## src/rtl/shift_arbiter.sv

```systemverilog
// shift_arbiter: two requesters share one combinational sll/sra shifter pair.
//   Round-robin grant feeds the shifter, and the selected result is captured into one
//   registered response slot that carries the owning port tag.
//   Ports:
//     clock/reset       rising-edge clock, synchronous active-high reset
//     reqN_*            valid/ready request with operand, shamt and op (0 = sll, 1 = sra)
//     sh_*              operand/shamt out to the shifter pair, sll/sra results back
//     rsp_*             valid/ready response with result data and requester index
//   Build option: define SHIFT_ARB_FIXED_PRIO_EN for fixed priority (port 0 always wins
//   contention, port 1 may starve); round-robin by default.
module shift_arbiter #(
  parameter int WIDTH = 32,
  parameter int SHW   = 5
) (
  input  logic             clock,
  input  logic             reset,
  input  logic             req0_valid,
  output logic             req0_ready,
  input  logic [WIDTH-1:0] req0_data,
  input  logic [SHW-1:0]   req0_shamt,
  input  logic             req0_op,
  input  logic             req1_valid,
  output logic             req1_ready,
  input  logic [WIDTH-1:0] req1_data,
  input  logic [SHW-1:0]   req1_shamt,
  input  logic             req1_op,
  output logic [WIDTH-1:0] sh_operand,
  output logic [SHW-1:0]   sh_shamt,
  input  logic [WIDTH-1:0] sh_sll_result,
  input  logic [WIDTH-1:0] sh_sra_result,
  output logic             rsp_valid,
  input  logic             rsp_ready,
  output logic [WIDTH-1:0] rsp_data,
  output logic             rsp_port
);
  typedef enum logic {EMPTY, FULL} state_e;
  state_e           state_q, state_d;
  logic [WIDTH-1:0] data_q, data_d;
  logic             port_q, port_d;
  logic             can_accept, accept, grant;
`ifdef SHIFT_ARB_FIXED_PRIO_EN
  assign grant = req1_valid && !req0_valid;
`else
  logic last_q, last_d;
  // On contention the port that did not win last time goes next.
  assign grant  = (req0_valid && req1_valid) ? !last_q : req1_valid;
  assign last_d = accept ? grant : last_q;
  always_ff @(posedge clock) begin
    if (reset) last_q <= 1'b1;
    else       last_q <= last_d;
  end
`endif
  // Nothing is accepted in the reset cycle; the slot frees up when it is drained.
  assign can_accept = !reset && (!rsp_valid || rsp_ready);
  assign accept     = can_accept && (req0_valid || req1_valid);
  assign req0_ready = accept && !grant;
  assign req1_ready = accept && grant;
  // With no request the mux rests on port 0, so the shifter never sees X.
  assign sh_operand = grant ? req1_data : req0_data;
  assign sh_shamt   = grant ? req1_shamt : req0_shamt;
  assign rsp_valid  = state_q == FULL;
  assign rsp_data   = data_q;
  assign rsp_port   = port_q;
  always_comb begin
    state_d = accept ? FULL : (rsp_ready ? EMPTY : state_q);
    data_d  = accept ? ((grant ? req1_op : req0_op) ? sh_sra_result : sh_sll_result) : data_q;
    port_d  = accept ? grant : port_q;
  end
  always_ff @(posedge clock) begin
    if (reset) begin
      state_q <= EMPTY;
      data_q  <= '0;
      port_q  <= 1'b0;
    end else begin
      state_q <= state_d;
      data_q  <= data_d;
      port_q  <= port_d;
    end
  end
endmodule

```

## config.mk

```make
export PLATFORM = sky130hd
export DESIGN_NAME = shift_arbiter
export DESIGN_NICKNAME = d
export VERILOG_FILES = /design/src/rtl/shift_arbiter.sv
export SDC_FILE = /design/constraint.sdc
export NUM_CORES = 1
export LEC_CHECK = 0
export ABC_CLOCK_PERIOD_IN_PS = 3550
export BUFFER_PORTS_ARGS = -buffer_cell sky130_fd_sc_hd__buf_2
export CORE_MARGIN = 5
export CORE_UTILIZATION = 44
export CTS_BUF_LIST = sky130_fd_sc_hd__clkbuf_8 sky130_fd_sc_hd__clkbuf_16
export DETAILED_ROUTE_END_ITERATION = 7
export PLACE_DENSITY = 0.95
export SYNTH_ARGS = -nofsm -noshare
export SYNTH_HDL_FRONTEND = slang
export SYNTH_SLANG_ARGS = --single-unit
```

## constraint.sdc

```tcl
create_clock -name clock -period 3.55 [get_ports clock]
set_input_delay 0.71 -clock clock [delete_from_list [all_inputs] [get_ports clock]]
set_output_delay 0.71 -clock clock [all_outputs]
set_load 0.02 [all_outputs]
```

== Yosys cells after proc, flatten, opt, wreduce, memory -nomap -nowiden ==
Cells that the tools add are included.

* Register bits after elaboration: 35
* Input port bits: 145
* Output and inout port bits: 73

* Reduce and logical (&&, ||, !) cells: 12
* Mux-type cells: 7

{| class="wikitable"
|+ Operators with widths
! cell !! count
|-
| 32-bit 2-to-1 mux || 2
|-
| 1-bit logical AND || 5
|-
| 5-bit 2-to-1 mux || 1
|-
| 1-bit zero test || 4
|-
| 1-bit 2-to-1 mux || 4
|-
| 1-bit logical OR || 2
|-
| 2-bit nonzero test || 1
|}

== Longest topological paths before layout ==
* Word-level depth: 5
* Depth in mapped cells: 5
* Depth with buffers taken out: 4

== Worst setup path after synthesis ==
No wires, ideal clock.

* Path kind: in2out
* Start point: input reset
* End point: output req0_ready
* Path slack: 1.285 ns
* Buffers on the path: 1
* Cell stages on the path: 4
* Arrival: 1.555 ns
* Required time: 2.840 ns
* Cell sequence: o21bai_1 -> nand2b_1 -> buf_2 -> nor2_1

* Word-level cells in the longest chain between the ends: 4

{| class="wikitable"
|+ Ends and longest elaborated chain
! item !! line !! RTL
|-
| start: declaration || 16 || <nowiki>input logic reset,</nowiki>
|-
| 1-bit zero test || 54 || <nowiki>assign can_accept = !reset && (!rsp_valid || rsp_ready);</nowiki>
|-
| 1-bit logical AND || 54 ||
|-
| 1-bit logical AND || 55 || <nowiki>assign accept = can_accept && (req0_valid || req1_valid);</nowiki>
|-
| 1-bit logical AND || 56 || <nowiki>assign req0_ready = accept && !grant;</nowiki>
|-
| end: declaration || 18 || <nowiki>output logic req0_ready,</nowiki>
|}

Every way passes these cells.

== Worst setup path in the final report ==
* Start point: input req1_valid
* End point: output sh_operand[6]

* Word-level cells in the longest chain between the ends: 3

{| class="wikitable"
|+ Ends and longest elaborated chain
! item !! line !! RTL
|-
| start: declaration || 22 || <nowiki>input logic req1_valid,</nowiki>
|-
| 1-bit logical AND || 46 || <nowiki>assign grant = (req0_valid && req1_valid) ? !last_q : req1_valid;</nowiki>
|-
| 1-bit 2-to-1 mux (*) || 46 ||
|-
| 32-bit 2-to-1 mux (*) || 59 || <nowiki>assign sh_operand = grant ? req1_data : req0_data;</nowiki>
|-
| end: declaration || 27 || <nowiki>output logic [WIDTH-1:0] sh_operand,</nowiki>
|}

Every way passes the cells marked *; elsewhere a longest branch is shown, timed or not.

==> results.sh <==
export IMPL_worstPathArrival_ps=2040
export IMPL_synthAdderAreaFrac_pct=0
export IMPL_synth_top_family_by_area="multiplexers"
export IMPL_ys_seq_elements=35
export IMPL_grt_pass1_wl_um=15800
export IMPL_worstSetupEndpointType="output pin"
export IMPL_synthFlopType="dfxtp_1"
export IMPL_num_nets_final=696
export IMPL_via_per_inst=5.28
export IMPL_final_min_clock_period_ps=2750
export IMPL_startpoint_type="input pin"
export IMPL_start_util_pct=45.5
export IMPL_syn_area_sq_um=2920
export IMPL_syn_to_final_growth_pct=38.5
export IMPL_gr_total_overflow=0
export IMPL_fill_cells=560
export IMPL_cts_root_buf="clkbuf_8"
export IMPL_setup_viol=0
export IMPL_cts_resized=0
export IMPL_synth_top_area_share_pct=24.0
export IMPL_grt_usage_pct=22.7
export IMPL_first_global_vias=3390
export IMPL_vias=3319
export IMPL_status="finished, final reports clean"
export IMPL_drc=0
export IMPL_cts_setup_buffers=0
export IMPL_final_common_cell="buf_2"
export IMPL_port_buffers=217
export IMPL_clk_insertion_delay_late_ps=280
export IMPL_synth_warnings=0
export IMPL_fin_crit_sh_pct=77.4
export IMPL_crit_required_ps=2840
export IMPL_yosys_top_cells_area="dfxtp_1, mux2i_1, nand2_1"
export IMPL_die_y_um=91.5
export IMPL_powerDensity_nw_per_um2=335
export IMPL_drv_cap=0
export IMPL_critPathMaxFanout=41
export IMPL_wirelength_um=10100
export IMPL_cts_tree="built"
export IMPL_wl_per_cell_um=16.0
export IMPL_dpl_hpwl_um=7900
export IMPL_routabilityCongestion=0.834
export IMPL_io_pins=218
export IMPL_synth_edf_count=0
export IMPL_post_place_ws_ps=729
export IMPL_syn_area_per_cell_sq_um=8.28
export IMPL_synthCells=353
export IMPL_tns_ps=0
export IMPL_fp_dieW_um=91.5
export IMPL_p_leak_nw=2.29
export IMPL_rsz0062_at_grt="no"
export IMPL_clock_fmax_mhz=364
export IMPL_slowest_stage="a21boi_4"
export IMPL_cts_buffers=5
export IMPL_fin_worst_skew_ps=5.83
export IMPL_grt_start_max_net_pins=42
export IMPL_dr_pass1_iters=5
export IMPL_muxShareOfSynthArea_pct=36.8
export IMPL_yosys_area_top_type="dfxtp_1"
export IMPL_drtAntennaViolNets=0
export IMPL_clock_path_buffers=2
export IMPL_htreeDepth=2
export IMPL_holdBufCountCts=0
export IMPL_synth_simple_area_share_pct=15.5
export IMPL_worstHoldPathType="register to register"
export IMPL_synth_xor_area_share_pct=0
export IMPL_hold_viol=0
export IMPL_synth_compound_area_share_pct=15.9
export IMPL_critical_path_max_stage_delay_ps=780
export IMPL_fp_row_count=29
export IMPL_slew_headroom_pct=33.1
export IMPL_cp_top_family="compound AO/OA/AOI/OAI gates"
export IMPL_crit_buf_inv=2
export IMPL_drive_gt1_share_pct=48.9
export IMPL_hold_ws_ps=493
export IMPL_finalMaxSlewViolations=0
export IMPL_core_sq_um=6420
export IMPL_synth_cell_types=25
export IMPL_dieArea_sq_um=8370
export IMPL_cts_clk_slew_worst_paths_ps=80
export IMPL_first_iter_violations=79
export IMPL_clock_sinks=35
export IMPL_path_class="input pin to output pin"
export IMPL_final_cell_mix="buf_2, nand2_1, mux2i_1"
export IMPL_antenna_cells=0
export IMPL_worstMarginPinSlew_ps=1000
export IMPL_syn_num_nets=498
export IMPL_setup_slack_ps=804
export IMPL_ir_drop_uv=171
export IMPL_yosysSeqAreaShare_pct=24.0
export IMPL_antenna_found_initial=0
export IMPL_crit_chain="buf_2 > a21boi_4 > nand2_1 > nand2_1 > buf_2"
export IMPL_async_flop_share_pct=0
[final timing paths]
| path | start | endpoint | depth (start not counted) | slack (ps) |
|---|---|---|---|---|
| worst max-delay path | req1_valid | sh_operand[6] | 5 | 800 |
| worst min-delay path | rsp_port | rsp_port | 2 | 490 |
| worst max register to register | last_q | rsp_data[14] | 4 | 1150 |
| worst min register to register | rsp_port | rsp_port | 2 | 490 |
[tightest hold or removal path: cells and delay by family, from the launching register on]
kind	cells	cell delay, ps
compound gates	2	140
flops	1	310
[Yosys cell counts, drive strengths merged, types with 2 or more instances]
| library cell | count |
|---|---|
| nand2b | 2 |
| o21ai | 33 |
| buf | 21 |
| dfxtp | 35 |
| mux2i | 64 |
| nor2 | 2 |
| nand2 | 111 |
| a21oi | 2 |
| mux2 | 32 |
| o211ai | 32 |
| inv | 2 |
| clkbuf | 11 |
[sequential cells by signal (all words and copies together), names as in the netlist]
signal     count
rsp_port       1
rsp_data      32
last_q         1
rsp_valid      1
[layer usage]
metal | track usage [%] | part of all wire [%] | vias up
met5 | 0 | 0 | -
met4 | 6.78 | 1.4 | 0
met3 | 8.18 | 9.7 | 18
met2 | 44.0 | 53 | 159
met1 | 22.3 | 36 | 1514
li1 | - | - | 1628
[kinds of logic after synthesis]
| family | Yosys count |
|---|---|
| flip-flops | 35 |
| AND/OR/NAND/NOR | 117 |
| multiplexers | 96 |
| AO/OA/AOI/OAI | 71 |
| buffers and inverters | 34 |
[stage by stage]
stage	power [mW]	util, %	instance area, sq um	instances
global placement	0.980	61.3	3940	621
CTS	1.37	63.0	4050	629
global route	1.43	63.0	4050	629
finish	1.36	63.0	4050	629
detailed placement	1.00	61.3	3940	621
floorplan	0.807	-	2920	353
[power breakdown]
part | internal, mW | switching [mW]
logic | 0.238 | 0.302
clock network | 0.209 | 0.155
registers | 0.430 | 0.0223
total | 0.877 | 0.480
[layout make-up]
class / instances / area [sq um] / share of cell area [%]
multi-input cells: 284 / 2000 / 49.4
clock inverters: 3 / 43.8 / 1.08
clock buffers: 5 / 68.8 / 1.70
well taps: 77 / 96.3 / 2.38
repair buffers: 223 / 1130 / 27.9
inverters: 2 / 7.51 / 0.185
flip-flops and latches: 35 / 701 / 17.3
No activity file was read; power rests on OpenSTA's default activity.
